--- config.mk ---
export PLATFORM = sky130hd
export DESIGN_NAME = ttl_irq_encoder
export DESIGN_NICKNAME = d
export VERILOG_FILES = /design/src/rtl/ttl_pkg.sv /design/src/rtl/ttl_sync_edge.sv /design/src/rtl/ttl_irq_encoder.sv
export SDC_FILE = /design/constraint.sdc
export NUM_CORES = 1
export LEC_CHECK = 0
export ABC_AREA = 1
export BUFFER_PORTS_ARGS = -buffer_cell sky130_fd_sc_hd__buf_2
export CAP_MARGIN = 25
export CORE_MARGIN = 1
export CORE_UTILIZATION = 47
export DETAILED_ROUTE_END_ITERATION = 6
export PLACE_DENSITY = 0.75
export SKIP_LAST_GASP = 1
export SLEW_MARGIN = 10
export SYNTH_ARGS = -nofsm -noshare
export SYNTH_HDL_FRONTEND = slang
export SYNTH_SLANG_ARGS = --single-unit
--- constraint.sdc ---
create_clock -name clk -period 2.2 [get_ports clk]
set_input_delay 0.22 -clock clk [delete_from_list [all_inputs] [get_ports clk]]
set_output_delay 0.22 -clock clk [all_outputs]
set_load 0.05 [all_outputs]
--- src/rtl/ttl_pkg.sv ---
// Shared constants and FSM state type for the TTL-style interrupt priority encoder.
package ttl_pkg;

    localparam int N_LINES = 8;
    localparam int CODE_W  = 3;

    typedef enum logic [1:0] {
        IDLE,
        REQ,
        SERVE
    } state_e;

endpackage

--- src/rtl/ttl_sync_edge.sv ---
// Per-line request synchroniser with a registered falling-edge detector.
module ttl_sync_edge #(
    parameter int SYNC_STAGES = 2
) (
    input  logic clk,
    input  logic reset,
    input  logic req_n_i,
    output logic level_n_o,
    output logic fall_o
);

    logic [SYNC_STAGES-1:0] sync_q;
    logic                   prev_q;
    logic                   fall_q;

    // Flops reset to the inactive (high) level so reset itself never looks like an edge.
    always_ff @(posedge clk) begin
        if (reset) begin
            sync_q <= '1;
            prev_q <= 1'b1;
            fall_q <= 1'b0;
        end else begin
            sync_q[0] <= req_n_i;
            for (int k = 1; k < SYNC_STAGES; k++) begin
                sync_q[k] <= sync_q[k-1];
            end
            prev_q <= sync_q[SYNC_STAGES-1];
            fall_q <= prev_q & ~sync_q[SYNC_STAGES-1];
        end
    end

    assign level_n_o = sync_q[SYNC_STAGES-1];
    assign fall_o    = fall_q;

endmodule

--- src/rtl/ttl_irq_encoder.sv ---
// Clocked 74148-style priority encoder with pending capture, masking,
// cascade pins and a CPU irq/ack handshake.
module ttl_irq_encoder
    import ttl_pkg::*;
#(
    parameter int SYNC_STAGES = 2,
    parameter bit EDGE_MODE   = 1'b1
) (
    input  logic               clk,
    input  logic               reset,
    input  logic               EI_n,
    input  logic [N_LINES-1:0] I_n,
    input  logic [N_LINES-1:0] mask,
    input  logic               ack,
    output logic [CODE_W-1:0]  A_n,
    output logic               GS_n,
    output logic               EO_n,
    output logic               irq_n,
    output logic [CODE_W-1:0]  vector,
    output logic               vector_valid
);

    logic [N_LINES-1:0] level_n;
    logic [N_LINES-1:0] fall;
    logic [N_LINES-1:0] pending_q, pending_d;
    logic [N_LINES-1:0] eff;
    logic [N_LINES-1:0] clr;
    logic [CODE_W-1:0]  code;
    logic [CODE_W-1:0]  vector_q, vector_d;
    logic               any;
    state_e             state_q, state_d;

    for (genvar g = 0; g < N_LINES; g++) begin : g_line
        ttl_sync_edge #(
            .SYNC_STAGES(SYNC_STAGES)
        ) u_sync (
            .clk      (clk),
            .reset    (reset),
            .req_n_i  (I_n[g]),
            .level_n_o(level_n[g]),
            .fall_o   (fall[g])
        );
    end

    function automatic logic [CODE_W-1:0] prio_encode(input logic [N_LINES-1:0] v);
        prio_encode = '0;
        for (int i = 0; i < N_LINES; i++) begin
            if (v[i]) prio_encode = CODE_W'(i);
        end
    endfunction

    assign eff  = pending_q & ~mask;
    assign any  = |eff;
    assign code = prio_encode(eff);

    assign A_n  = (EI_n || !any) ? {CODE_W{1'b1}} : ~code;
    assign GS_n = EI_n | ~any;
    assign EO_n = EI_n | any;

    always_ff @(posedge clk) begin
        if (reset) begin
            state_q   <= IDLE;
            pending_q <= '0;
            vector_q  <= '0;
        end else begin
            state_q   <= state_d;
            pending_q <= pending_d;
            vector_q  <= vector_d;
        end
    end

    // A withdrawn request (mask, level release, cascade disable) drops REQ before ack is honoured.
    always_comb begin
        state_d  = state_q;
        vector_d = vector_q;
        clr      = '0;
        unique case (state_q)
            IDLE: begin
                if (!EI_n && any) state_d = REQ;
            end
            REQ: begin
                if (EI_n || !any) begin
                    state_d = IDLE;
                end else if (ack) begin
                    vector_d = code;
                    clr      = N_LINES'(1) << code;
                    state_d  = SERVE;
                end
            end
            SERVE: state_d = IDLE;
            default: state_d = IDLE;
        endcase
        pending_d = EDGE_MODE ? ((pending_q & ~clr) | fall) : ~level_n;
    end

    always_comb begin
        irq_n        = (state_q != REQ);
        vector_valid = (state_q == SERVE);
    end

    assign vector = vector_q;

endmodule

## Word level (Yosys, flattened, before mapping)

Cells that the tools add are included.

| operators by class | value |
|---|---|
| shift operators | 1 |
| equal/unequal tests | 5 |
| reductions and logical operators | 8 |
| mux-type cells | 15 |
| bitwise logic cells | 26 |

Operators by type and width:

| cell | count |
|---|---|
| 8-bit two-way mux | 3 |
| 3-bit two-way mux | 7 |
| 8-bit AND | 2 |
| 8-bit NOT | 2 |
| 1-bit NOT | 10 |
| 1-bit AND | 8 |
| 8-bit bitwise OR | 1 |
| 8-bit OR reduction | 1 |
| 1-bit by 3-bit left shift with 8-bit output (first input constant) | 1 |
| 2-bit two-way mux | 3 |
| 2-bit case mux with 2 select lines | 1 |
| 3-bit inequality test (second input constant) | 1 |
| 3-bit NOT | 1 |
| 3-bit AND reduction | 1 |
| 2-bit by 1-bit == test with 1-bit output (second input constant) | 1 |
| 2-bit == test (second input constant) | 1 |
| 1-bit zero test | 2 |
| 2-bit zero test | 1 |
| 2-bit by 1-bit inequality test with 1-bit output (second input constant) | 1 |
| 2-bit inequality test (second input constant) | 1 |
| 1-bit bitwise OR | 2 |
| 2-bit AND reduction | 1 |
| 1-bit logical AND | 1 |
| 1-bit logical OR | 1 |
| 1-bit two-way mux | 1 |

| word-level totals | value |
|---|---|
| bits of input ports | 20 |
| output and inout bits | 10 |
| register bits | 45 |

## Longest topological paths before layout

Gate-level depths: netlist of the first run.

| depth | value |
|---|---|
| depth in word-level cells | 16 |
| mapped depth | 11 |
| mapped depth without buffers | 11 |

## Cells and area by module

Synthesis of the first run repeated with hierarchy kept, for this count alone.

| second synthesis, totals | value |
|---|---|
| cell total of the unflattened synthesis | 188 |
| area total of the unflattened synthesis | 1691.6 um^2 |

By module, submodules not included:

| module | cells each | times used | seq. area each (um^2) | area an instance (um^2) |
|---|---|---|---|---|
| ttl_sync_edge | 10 | 8 | 80.1 | 110.1 |
| ttl_irq_encoder | 108 | 1 | 260.2 | 810.8 |

## Worst setup path after synthesis of the first run

OpenSTA, ideal clock, no wires.

| timing path | value |
|---|---|
| kind | reg-to-output |
| from | register pending_q[7] |
| to | output A_n[0] |
| setup slack | 0.668 ns |
| arrival | 1.312 ns |
| required time | 1.980 ns |
| cell stages (with the launch flop) | 8 |
| path buffers | 0 |
| cell sequence | dfxtp_1 -> nand2_2 -> nand2_4 -> nor2_4 -> nand2_2 -> nand2_2 -> inv_2 -> nand2_1 |

| on the way | value |
|---|---|
| cells in the longest elaborated chain, start to end | 5 |
| elaborated cells between the ends (all ways) | 7 |

Ends and longest elaborated chain:

| element | RTL line | source |
|---|---|---|
| start, declared | ttl_irq_encoder.sv:25 | `logic [N_LINES-1:0] pending_q, pending_d;` |
| start signal, assigned | ttl_irq_encoder.sv:67 | `pending_q <= pending_d;` |
| 8-bit AND (*) | ttl_irq_encoder.sv:52 | `assign eff = pending_q & ~mask;` |
| 8-bit OR reduction | ttl_irq_encoder.sv:53 | `assign any = \|eff;` |
| 1-bit zero test | ttl_irq_encoder.sv:56 | `assign A_n = (EI_n \|\| !any) ? {CODE_W{1'b1}} : ~code;` |
| 1-bit logical OR | ttl_irq_encoder.sv:56 |  |
| 3-bit two-way mux (*) | ttl_irq_encoder.sv:56 |  |
| end, declared | ttl_irq_encoder.sv:15 | `output logic [CODE_W-1:0] A_n,` |

Mark *: on every way between the ends. The rest lies on a longest branch, timed or not.

## Worst setup path after layout of the first run

| timing path | value |
|---|---|
| from | register pending_q[2] |
| to | output A_n[0] |

| on the way | value |
|---|---|
| cells in the longest elaborated chain, start to end | 9 |
| elaborated cells between the ends (all ways) | 12 |

Ends and longest elaborated chain:

| element | RTL line | source |
|---|---|---|
| 8-bit AND (*) | ttl_irq_encoder.sv:52 |  |
| 3-bit two-way mux (6 in a row) | ttl_irq_encoder.sv:48 | `if (v[i]) prio_encode = CODE_W'(i);` |
| 3-bit NOT | ttl_irq_encoder.sv:56 |  |
| 3-bit two-way mux (*) | ttl_irq_encoder.sv:56 |  |

Marks and branches as above.

==> impl_summary.log, run 1 <==
INFO  metric share_seq_of_total_power = 63.9%
INFO  metric post-cts-setup-buffer-count = 0
INFO  metric numClockSinks = 45
INFO  metric synth.cells.most_frequent = dfxtp_1 (45), inv_1 (28), or2_2 (24)
INFO  metric async_flop_share = 0%
INFO  metric max_slew.worst_pin.slew = 0.509 ns
INFO  metric multi_input_comb_area = 571 µm²
INFO  metric internal_power = 1.01 mW
INFO  metric num_vias = 1120
INFO  metric die_w = 60.5 µm
INFO  metric worstSkewPairLatency = 0.34 ns
INFO  metric grt_pass1_wl = 3.80 mm
INFO  metric rsz0062_at_grt = no
INFO  metric r2r_slack = 0.93 ns
INFO  metric crit_path_max_fanout = 4
INFO  metric n_fill_cell = 299
INFO  metric cts_root_buffer = clkbuf_4
INFO  metric grt_antenna_before_repair = 0
INFO  metric cts_buffers = 5
INFO  metric overall_global_routing_resource_usage = 14.7%
INFO  metric routed_via_density = 4.29
INFO  metric final_core_utilization = 58.6%
INFO  metric synth-edff-count = 0
INFO  metric power_switching_share = 23.8%
INFO  metric cts_max_level = 2
INFO  metric cts-resized-gates = 0
INFO  metric worstSetupPathType = register to primary output
INFO  metric grt_pass1_vias = 1024
INFO  metric min_delay_worst_endpoint = g_line[2].u_sync.sync_q[0]$_SDFF_PP1_
INFO  metric sequential_cell_area = 901 µm²
INFO  metric rr_worst_depth = 9
INFO  metric top_level_ports = 30
INFO  metric hold_path.startpoint = I_n[2]
INFO  metric yosysWarnings = 0
INFO  metric syn-instance-count = 183
INFO  metric post-synth-top-count-cell = dfxtp_1
INFO  metric area.growth.synth_to_final = 15.0%
INFO  metric totalNegativeSetupSlack = 0 ns
INFO  metric timing.final.hold_violations = 0
INFO  metric rr_startpoint = pending_q[7]$_SDFF_PP0_
INFO  metric dp_hpwl = 1.68 mm
INFO  metric die_h = 60.5 µm
INFO  metric count_of_final_setup_violators = 0
INFO  metric finish.net_count = 236
INFO  metric max_freq = 574 MHz
INFO  metric timing.rr.end = pending_q[7]$_SDFF_PP0_
INFO  metric synth_seq_area_share = 56.1%
INFO  metric final_layout_size_suffix_gt1_share = 39.2%
INFO  metric cp.arrival = 1.52 ns
INFO  metric ys_top_cells_by_area = dfxtp_1 (56%), or2_2 (9.3%), inv_1 (6.5%)
INFO  metric cts_tree = built
INFO  metric post_synth_instance_area = 1610 µm²
INFO  metric first_pass_iters = 4
INFO  metric worstSetupStartpointType = register
INFO  metric final.min_clock_period = 1.74 ns
INFO  metric floorplan.initialDensity = 51.0%
INFO  metric numPortBuffers = 29
INFO  metric pwr_density_cell = 720 nW/µm²
INFO  metric primary_flip_flop_cell_chosen_by_synthesis_mapping = dfxtp_1
INFO  metric ant_nets = 0
INFO  metric status = finished clean
INFO  metric synth_top_cell_by_area = dfxtp_1
INFO  metric die_area = 3660 µm²
INFO  metric synth_fp_nets = 203
INFO  metric ctsLongestPathBuffers = 2
INFO  metric drt-total-wl = 2.27 mm
INFO  metric final_worst_path_cycle_share = 79.2%
INFO  metric hold_slack = 0.0499 ns
INFO  metric clkSlewWorstSetupHoldPaths = 0.11 ns
INFO  metric final.setup_skew = 0.00404 ns
INFO  metric timing.critical_path.to_type = primary output
INFO  metric dpl_cell_area = 1800 µm²
INFO  metric p_leak = 0.907 nW
INFO  metric holdCritPathClass = input pin to register
INFO  metric max_slew_violation_total_from_the_final_report = 0
INFO  metric ir_worst_vdd = 0.497 mV
INFO  metric worstHoldPathCells = 2
INFO  metric remaining_drc_errors = 0
INFO  metric avgRoutedWirePerCell = 8.69 µm
INFO  metric synth_top_area_share = 56.1%
INFO  metric maxCapViolations = 0
INFO  metric total_power = 1.33 mW
INFO  metric combinationalPowerShare = 9.0%
INFO  metric post_synth_num_cell_types = 19
INFO  metric ys_seq_elements = 45
INFO  metric crit_required = 1.98 ns
INFO  metric drtIter0Drc = 31
INFO  metric place_congestion = 0.825
INFO  metric rows = 20
INFO  metric switchingPower = 0.316 mW
INFO  metric area_of_all_placed_cells_without_fillers = 1850 µm²
INFO  metric power_frac_clock = 27.1%
INFO  metric global_route.overflow_total = 0
INFO  metric ctsHoldBuffers = 0
INFO  metric grt_start_max_net_pins = 36
INFO  metric design.core.area = 3150 µm²
INFO  metric n_antenna_cell = 0
INFO  metric synth_area_per_cell = 8.78 µm²
INFO  metric slew-limit-headroom = 66.1%
cell families (layout without fill, tap and decap cells):
group	Yosys count	after routing	share of synthesized area (%)
compound gates	13	13	4.60
buf+inv	36	70	8.41
flops	45	45	56.1
simple gates	89	89	30.9
state kept, by name, indices dropped and copies added, names as in the netlist:
signal                count
g_line.u_sync.sync_q     16
g_line.u_sync.fall_o      8
g_line.u_sync.prev_q      8
pending_q                 8
vector                    3
state_q                   2
layer usage:
layer,GRT usage (%),wire (µm),vias up
met5,0,0,-
met4,8.77,46,0
met3,6.40,127,6
met2,24.6,1010,31
met1,15.4,1090,470
li1,-,-,613
per-stage QoR:
step	setup WS (ns)	std cells
after floorplan	0.668	183
after global placement	0.847	253
after detailed placement	0.812	253
after CTS	0.436	261
after global routing	0.274	261
final	0.457	261
worst max-delay path, stage by stage (launching register included):
cell and delay (ns):
dfxtp_1 0.36, nand2_1 0.09, nand2_1 0.07, nand2_1 0.04, nand2_1 0.06, nand2_2 0.07
nand2_2 0.08, nand2_2 0.08, nand2_1 0.07, buf_2 0.25
cell type report:
type,instances,share of cell area (%)
multi-input cells,102,30.9
flip-flops and latches,45,48.7
repair buffers,29,7.85
clock buffers,7,2.44
well taps,44,2.98
clock inverters,1,0.406
inverters,33,6.70
power by group through the flow:
stage | combinational [mW] | sequential (mW) | clock, mW
finish | 0.120 | 0.850 | 0.360
global route | 0.134 | 0.853 | 0.417
global placement | 0.119 | 0.868 | 0
CTS | 0.122 | 0.850 | 0.382
detailed placement | 0.122 | 0.869 | 0
floorplan | 0.0893 | 0.867 | 0
layout by cell type, fill, tap and decap left out, types with 2 or more instances in the layout:
cell type  netlist  final
a21oi_1          8      8
dfxtp_1         45     45
nand2_4          3      3
nor2_4           3      3
buf_2            0     29
nand2_1         20     20
inv_1           28     28
or2_2           24     24
inv_2            4      4
nor2_1          14     14
clkbuf_1         3      2
o21ai_0          2      2
nand4_1          3      3
nand3_1          7      7
nand2_2         14     14
clkbuf_4         0      5
how the worst max path moves through the flow:
| stage | from | end | slack [ns] |
|---|---|---|---|
| 4_1_cts | pending_q[2]$_SDFF_PP0_ | A_n[0] | 0.44 |
| 2_1_floorplan | pending_q[7]$_SDFF_PP0_ | A_n[0] | 0.67 |
| 5_1_grt | pending_q[1]$_SDFF_PP0_ | A_n[0] | 0.27 |
| 3_3_place_gp | mask[3] | A_n[0] | 0.85 |
| 6_report | pending_q[2]$_SDFF_PP0_ | A_n[0] | 0.46 |
| 3_5_place_dp | mask[2] | A_n[0] | 0.81 |
Power figures use the tool's default switching activity.
==> inputs of run 2 (changes only) <==
--- a/config.mk
+++ b/config.mk
@@ -11,7 +11,7 @@
 export CORE_MARGIN = 1
 export CORE_UTILIZATION = 47
 export DETAILED_ROUTE_END_ITERATION = 6
-export PLACE_DENSITY = 0.75
+export PLACE_DENSITY = 0.78
 export SKIP_LAST_GASP = 1
 export SLEW_MARGIN = 10
 export SYNTH_ARGS = -nofsm -noshare
==> constraint.sdc (replaced) <==
create_clock -name clk -period 1.6 [get_ports clk]
set_input_delay 0.16 -clock clk [delete_from_list [all_inputs] [get_ports clk]]
set_output_delay 0.16 -clock clk [all_outputs]
set_load 0.05 [all_outputs]
==> run 2 against run 1 <==
Against the previous run:
- power increased by 45%
- critical path type unchanged
- wire length increased by 24%
- highest routed layer unchanged
- die area did not move
- final cell count increased by 6.1%
- combinational power grew 86%
- register-to-register slack worse by 0.75 ns
- sequential cell count unchanged
- clock power grew 49%
- critical path depth increased by 1
- non-clock buffer count up 16
- via count rose by 8.6%
- clock skew grew 0.0061 ns
==> impl_summary.log, run 2 (synthesized netlist as in run 1, its figures left out) <==
INFO  metric status = finished clean
INFO  metric worstSkewPairLatency = 0.36 ns
INFO  metric maxCapViolations = 0
INFO  metric cts_root_buffer = clkbuf_4
INFO  metric final_layout_size_suffix_gt1_share = 45.5%
INFO  metric grt_pass1_wl = 4.11 mm
INFO  metric grt_antenna_before_repair = 0
INFO  metric cp.arrival = 1.42 ns
INFO  metric rows = 20
INFO  metric ir_worst_vdd = 0.620 mV
INFO  metric worstSetupStartpointType = register
INFO  metric clkSlewWorstSetupHoldPaths = 0.13 ns
INFO  metric max_slew_violation_total_from_the_final_report = 0
INFO  metric final.min_clock_period = 1.58 ns
INFO  metric max_slew.worst_pin.slew = 0.513 ns
INFO  metric cts_buffers = 5
INFO  metric num_vias = 1216
INFO  metric n_antenna_cell = 0
INFO  metric remaining_drc_errors = 0
INFO  metric worstSetupPathType = register to primary output
INFO  metric drt-total-wl = 2.81 mm
INFO  metric final_core_utilization = 65.8%
INFO  metric first_pass_iters = 3
INFO  metric die_w = 60.5 µm
INFO  metric rsz0062_at_grt = yes
INFO  metric cts_max_level = 2
INFO  metric numPortBuffers = 29
INFO  metric cts_tree = built
INFO  metric floorplan.initialDensity = 51.0%
INFO  metric global_route.overflow_total = 0
INFO  metric place_congestion = 0.860
INFO  metric top_level_ports = 30
INFO  metric grt_pass1_vias = 1088
INFO  metric layout.cells.most_common_list = dfxtp_1 (39), inv_1 (27), buf_2 (25)
INFO  metric largest_register = g_line.u_sync.sync_q
INFO  metric numClockSinks = 45
INFO  metric avgRoutedWirePerCell = 10.1 µm
INFO  metric grt_start_max_net_pins = 36
INFO  metric final_common_cell = dfxtp_1
INFO  metric die_area = 3660 µm²
INFO  metric routed_via_density = 4.39
INFO  metric die_h = 60.5 µm
INFO  metric largest_register_ff_count = 16
INFO  metric max_freq = 632 MHz
INFO  metric dpl_cell_area = 1800 µm²
INFO  metric p_leak = 1.04 nW
INFO  metric timing.final.hold_violations = 0
INFO  metric overall_global_routing_resource_usage = 15.9%
INFO  metric crit_required = 1.44 ns
INFO  metric n_fill_cell = 270
INFO  metric final.setup_skew = 0.0102 ns
INFO  metric ctsLongestPathBuffers = 2
INFO  metric design.core.area = 3150 µm²
INFO  metric timing.critical_path.to_type = primary output
INFO  metric holdCritPathClass = input pin to register
INFO  metric dp_hpwl = 1.68 mm
INFO  metric crit_path_max_fanout = 3
INFO  metric drtIter0Drc = 36
INFO  metric pwr_density_cell = 931 nW/µm²
INFO  metric area.growth.synth_to_final = 29.1%
INFO  metric slew-limit-headroom = 65.8%
INFO  metric final_worst_path_cycle_share = 98.9%
INFO  metric ant_nets = 0
INFO  metric count_of_final_setup_violators = 0
INFO  metric finish.net_count = 252
INFO  metric area_of_all_placed_cells_without_fillers = 2070 µm²
[run 2: worst max-delay path, cell delays in order, from the launching register on]
cell     delay, ns
dfxtp_2       0.36
inv_2         0.04
nor2_2        0.09
nand2_1       0.05
nand2_1       0.06
nand2_1       0.06
nand2_2       0.09
nand2_4       0.06
nand2_4       0.06
nand2_2       0.05
buf_8         0.14
[run 2: final cells by class]
type / instances / area [µm²] / share of cell area (%)
clock inverter: 3 / 22.5 / 1.09
tap: 44 / 55.1 / 2.65
timing repair buffer: 45 / 317 / 15.3
sequential: 45 / 908 / 43.8
inverter: 33 / 126 / 6.09
clock buffer: 5 / 37.5 / 1.81
multi-input combinational: 102 / 608 / 29.3
[run 2: through the flow]
| stage | setup TNS, ns | cells | hold slack (ns) | power [mW] | worst slack (ns) |
|---|---|---|---|---|---|
| detailed placement | 0 | 253 | 0.344 | 1.36 | 0.295 |
| finish | 0 | 277 | 0.189 | 1.93 | 0.0176 |
| CTS | -0.0193 | 274 | 0.122 | 1.93 | -0.0193 |
| global route | -0.176 | 277 | 0.207 | 2.02 | -0.0769 |
| floorplan | 0 | 183 | 0.257 | 1.31 | 0.128 |
| global placement | 0 | 253 | 0.342 | 1.36 | 0.329 |
[run 2: path summary, 6_finish.rpt]
path | slack (ns) | endpoint | from | cells past startpoint
hold / removal | 0.19 | state_q[0]$_SDFFE_PP0P_ | EI_n | 4
setup reg to reg | 0.18 | pending_q[7]$_SDFF_PP0_ | pending_q[1]$_SDFF_PP0_ | 13
hold reg to reg | 0.40 | g_line[7].u_sync.fall_o$_SDFF_PP0_ | g_line[7].u_sync.prev_q$_SDFF_PP1_ | 2
setup / recovery | 0.02 | A_n[0] | pending_q[1]$_SDFF_PP0_ | 10
[run 2: what timing repair did]
item / 4_1_cts / 5_1_grt
resized for setup: 9 / 19
pin swaps: 4 / 11
hold buffers: 9 / 0
hold endpoints to repair: 9 / 0
setup buffers: 4 / 3
endpoints found under the setup margin: 2 / 4
[run 2: report_power, final]
group	leakage [nW]	total (mW)	switching (mW)	internal [mW]
sequential	0.371	1.17	0.0119	1.16
clock	0.0352	0.537	0.363	0.174
combinational	0.632	0.223	0.124	0.0988
total	1.04	1.93	0.499	1.43
[run 2: metal layers]
layer | up-vias | routed length (µm) | GRT usage (%)
li1 | 643 | - | -
met1 | 535 | 1180 | 15.4
met2 | 31 | 1450 | 29.5
met3 | 7 | 120 | 6.40
met4 | 0 | 55 | 6.82
met5 | - | 0 | 0
==> inputs of run 3 (changes only) <==
--- a/config.mk
+++ b/config.mk
@@ -10,6 +10,7 @@
 export CAP_MARGIN = 25
 export CORE_MARGIN = 1
 export CORE_UTILIZATION = 47
+export CTS_BUF_LIST = sky130_fd_sc_hd__clkbuf_16
 export DETAILED_ROUTE_END_ITERATION = 6
 export PLACE_DENSITY = 0.78
 export SKIP_LAST_GASP = 1
==> run 3 against run 2 <==
Against the previous run:
- core utilization shrank 3.7 points
- critical path depth shrank 2
- wire length is 17% lower
- register-to-register slack improved by 0.14 ns
- count of clock-buffer cells in the layout did not move
- critical path type unchanged
- largest power group unchanged
==> impl_summary.log, run 3 (synthesized netlist as in run 1, its figures left out) <==
INFO  metric internal_power = 1.80 mW
INFO  metric num_vias = 1131
INFO  metric floorplan.initialDensity = 51.0%
INFO  metric final_layout_size_suffix_gt1_share = 40.6%
INFO  metric final.setup_skew = 0.00340 ns
INFO  metric count_of_final_setup_violators = 0
INFO  metric path_buf_inv = 2
INFO  metric status = finished clean
INFO  metric timing.critical_path.slowest_cell_delay = 0.32 ns
INFO  metric top_level_ports = 30
INFO  metric cts_max_level = 2
INFO  metric max_freq = 649 MHz
INFO  metric die_h = 60.5 µm
INFO  metric timing.critical_path.slowest_stage_cell = dfxtp_1
INFO  metric ant_nets = 0
INFO  metric ctsLongestPathBuffers = 2
INFO  metric pwr_density_cell = 1190 nW/µm²
INFO  metric crit_family = simple AND/OR/NAND/NOR gates
INFO  metric largest_register_ff_count = 16
INFO  metric ctsHoldBuffers = 0
INFO  metric routed_via_density = 4.33
INFO  metric final_worst_path_cycle_share = 96.3%
INFO  metric grt_pass1_wl = 3.68 mm
INFO  metric drtIter0Drc = 10
INFO  metric finish.net_count = 236
INFO  metric worst_path_most_repeated_cell = nand2_2
INFO  metric use_met3 = 6.40%
INFO  metric share_seq_of_total_power = 50.4%
INFO  metric slew-limit-headroom = 65.9%
INFO  metric switchingPower = 0.520 mW
INFO  metric cp.arrival = 1.38 ns
INFO  metric place_congestion = 0.860
INFO  metric rows = 20
INFO  metric crit_required = 1.44 ns
INFO  metric numPortBuffers = 29
INFO  metric dp_hpwl = 1.68 mm
INFO  metric clkSlewWorstSetupHoldPaths = 0.06 ns
INFO  metric avgRoutedWirePerCell = 8.97 µm
INFO  metric power_switching_share = 22.4%
INFO  metric timing.final.hold_violations = 0
INFO  metric global_route.usage.met2 = 25.3%
INFO  metric design.core.area = 3150 µm²
INFO  metric grt_antenna_before_repair = 0
INFO  metric use_met1 = 14.2%
INFO  metric maxCapViolations = 0
INFO  metric global_route.overflow_total = 0
INFO  metric first_pass_iters = 2
INFO  metric timing.critical_path.to_type = primary output
INFO  metric worstSetupPathType = register to primary output
INFO  metric cts_tree = built
INFO  metric die_area = 3660 µm²
INFO  metric totalNegativeSetupSlack = 0 ns
INFO  metric area.growth.synth_to_final = 21.9%
INFO  metric combinationalPowerShare = 7.3%
INFO  metric numClockSinks = 45
INFO  metric power_frac_clock = 42.3%
INFO  metric worstSkewPairLatency = 0.28 ns
INFO  metric critical_path_cell_sequence = nand2_2, nand2_4, nor2_4, nand2_2, nand2_2, inv_2, nand2_1, buf_4
INFO  metric total_power = 2.32 mW
INFO  metric ir_worst_vdd = 0.883 mV
INFO  metric cts_root_buffer = clkbuf_16
INFO  metric worstSetupStartpointType = register
INFO  metric p_leak = 0.962 nW
INFO  metric holdCritPathClass = input pin to register
INFO  metric area_of_all_placed_cells_without_fillers = 1960 µm²
INFO  metric grt_pass1_vias = 989
INFO  metric max_slew.worst_pin.slew = 0.512 ns
INFO  metric overall_global_routing_resource_usage = 14.4%
INFO  metric dpl_cell_area = 1800 µm²
INFO  metric largest_register = g_line.u_sync.sync_q
INFO  metric final_common_cell = dfxtp_1
INFO  metric n_antenna_cell = 0
INFO  metric post-cts-setup-buffer-count = 0
INFO  metric remaining_drc_errors = 0
INFO  metric grt-busiest-layer = met2
INFO  metric drt-total-wl = 2.34 mm
INFO  metric grt_start_max_net_pins = 36
INFO  metric rsz0062_at_grt = yes
INFO  metric die_w = 60.5 µm
INFO  metric final.min_clock_period = 1.54 ns
INFO  metric layout.cells.most_common_list = dfxtp_1 (44), inv_1 (28), buf_2 (27)
INFO  metric max_slew_violation_total_from_the_final_report = 0
INFO  metric crit_path_max_fanout = 4
INFO  metric cts_buffers = 5
==> run 3: repair_timing <==
item,in CTS,in global routing
endpoints found under the setup margin,1,2
hold endpoints to repair,0,0
resized for setup,1,5
gates cloned,0,0
==> run 3: per-stage QoR <==
stage	std cells	hold slack, ns	setup slack (ns)	util (%)
4_1_cts	261	0.0469	0.0183	61.7
6_report	261	0.0533	0.0599	62.1
5_1_grt	261	0.0473	-0.0134	62.1
3_3_place_gp	253	0.342	0.329	56.9
2_1_floorplan	183	0.257	0.128	-
3_5_place_dp	253	0.344	0.295	56.9
==> run 3: area by class of cell <==
cell class	instances	area [µm²]
Fill cell	297	1190
Clock inverter	3	22.5
Sequential cell	45	902
Tap cell	44	55.1
Timing Repair Buffer	29	154
Inverter	33	124
Clock buffer	5	125
Multi-Input combinational cell	102	576
==> run 3: path summary, 6_finish.rpt <==
check | start | slack [ns] | depth (start not counted) | to
worst max-delay path | pending_q[7]$_SDFF_PP0_ | 0.06 | 8 | A_n[1]
worst min-delay path | I_n[1] | 0.05 | 2 | g_line[1].u_sync.sync_q[0]$_SDFF_PP1_
worst max register to register | pending_q[7]$_SDFF_PP0_ | 0.32 | 9 | pending_q[7]$_SDFF_PP0_
worst min register to register | g_line[7].u_sync.prev_q$_SDFF_PP1_ | 0.40 | 2 | g_line[7].u_sync.fall_o$_SDFF_PP0_
==> run 3: power by group through the flow <==
stage	sequential [mW]	clock, mW	combinational, mW
detailed placement	1.19	0	0.168
floorplan	1.19	0	0.123
global placement	1.19	0	0.163
global route	1.17	1.06	0.186
finish	1.17	0.983	0.169
CTS	1.17	1.01	0.169
==> run 3: metal layers <==
metal | share of wire [%] | up-vias
met5 | 0 | -
met1 | 46 | 480
li1 | - | 614
met4 | 2.4 | 0
met2 | 46 | 31
met3 | 5.6 | 6
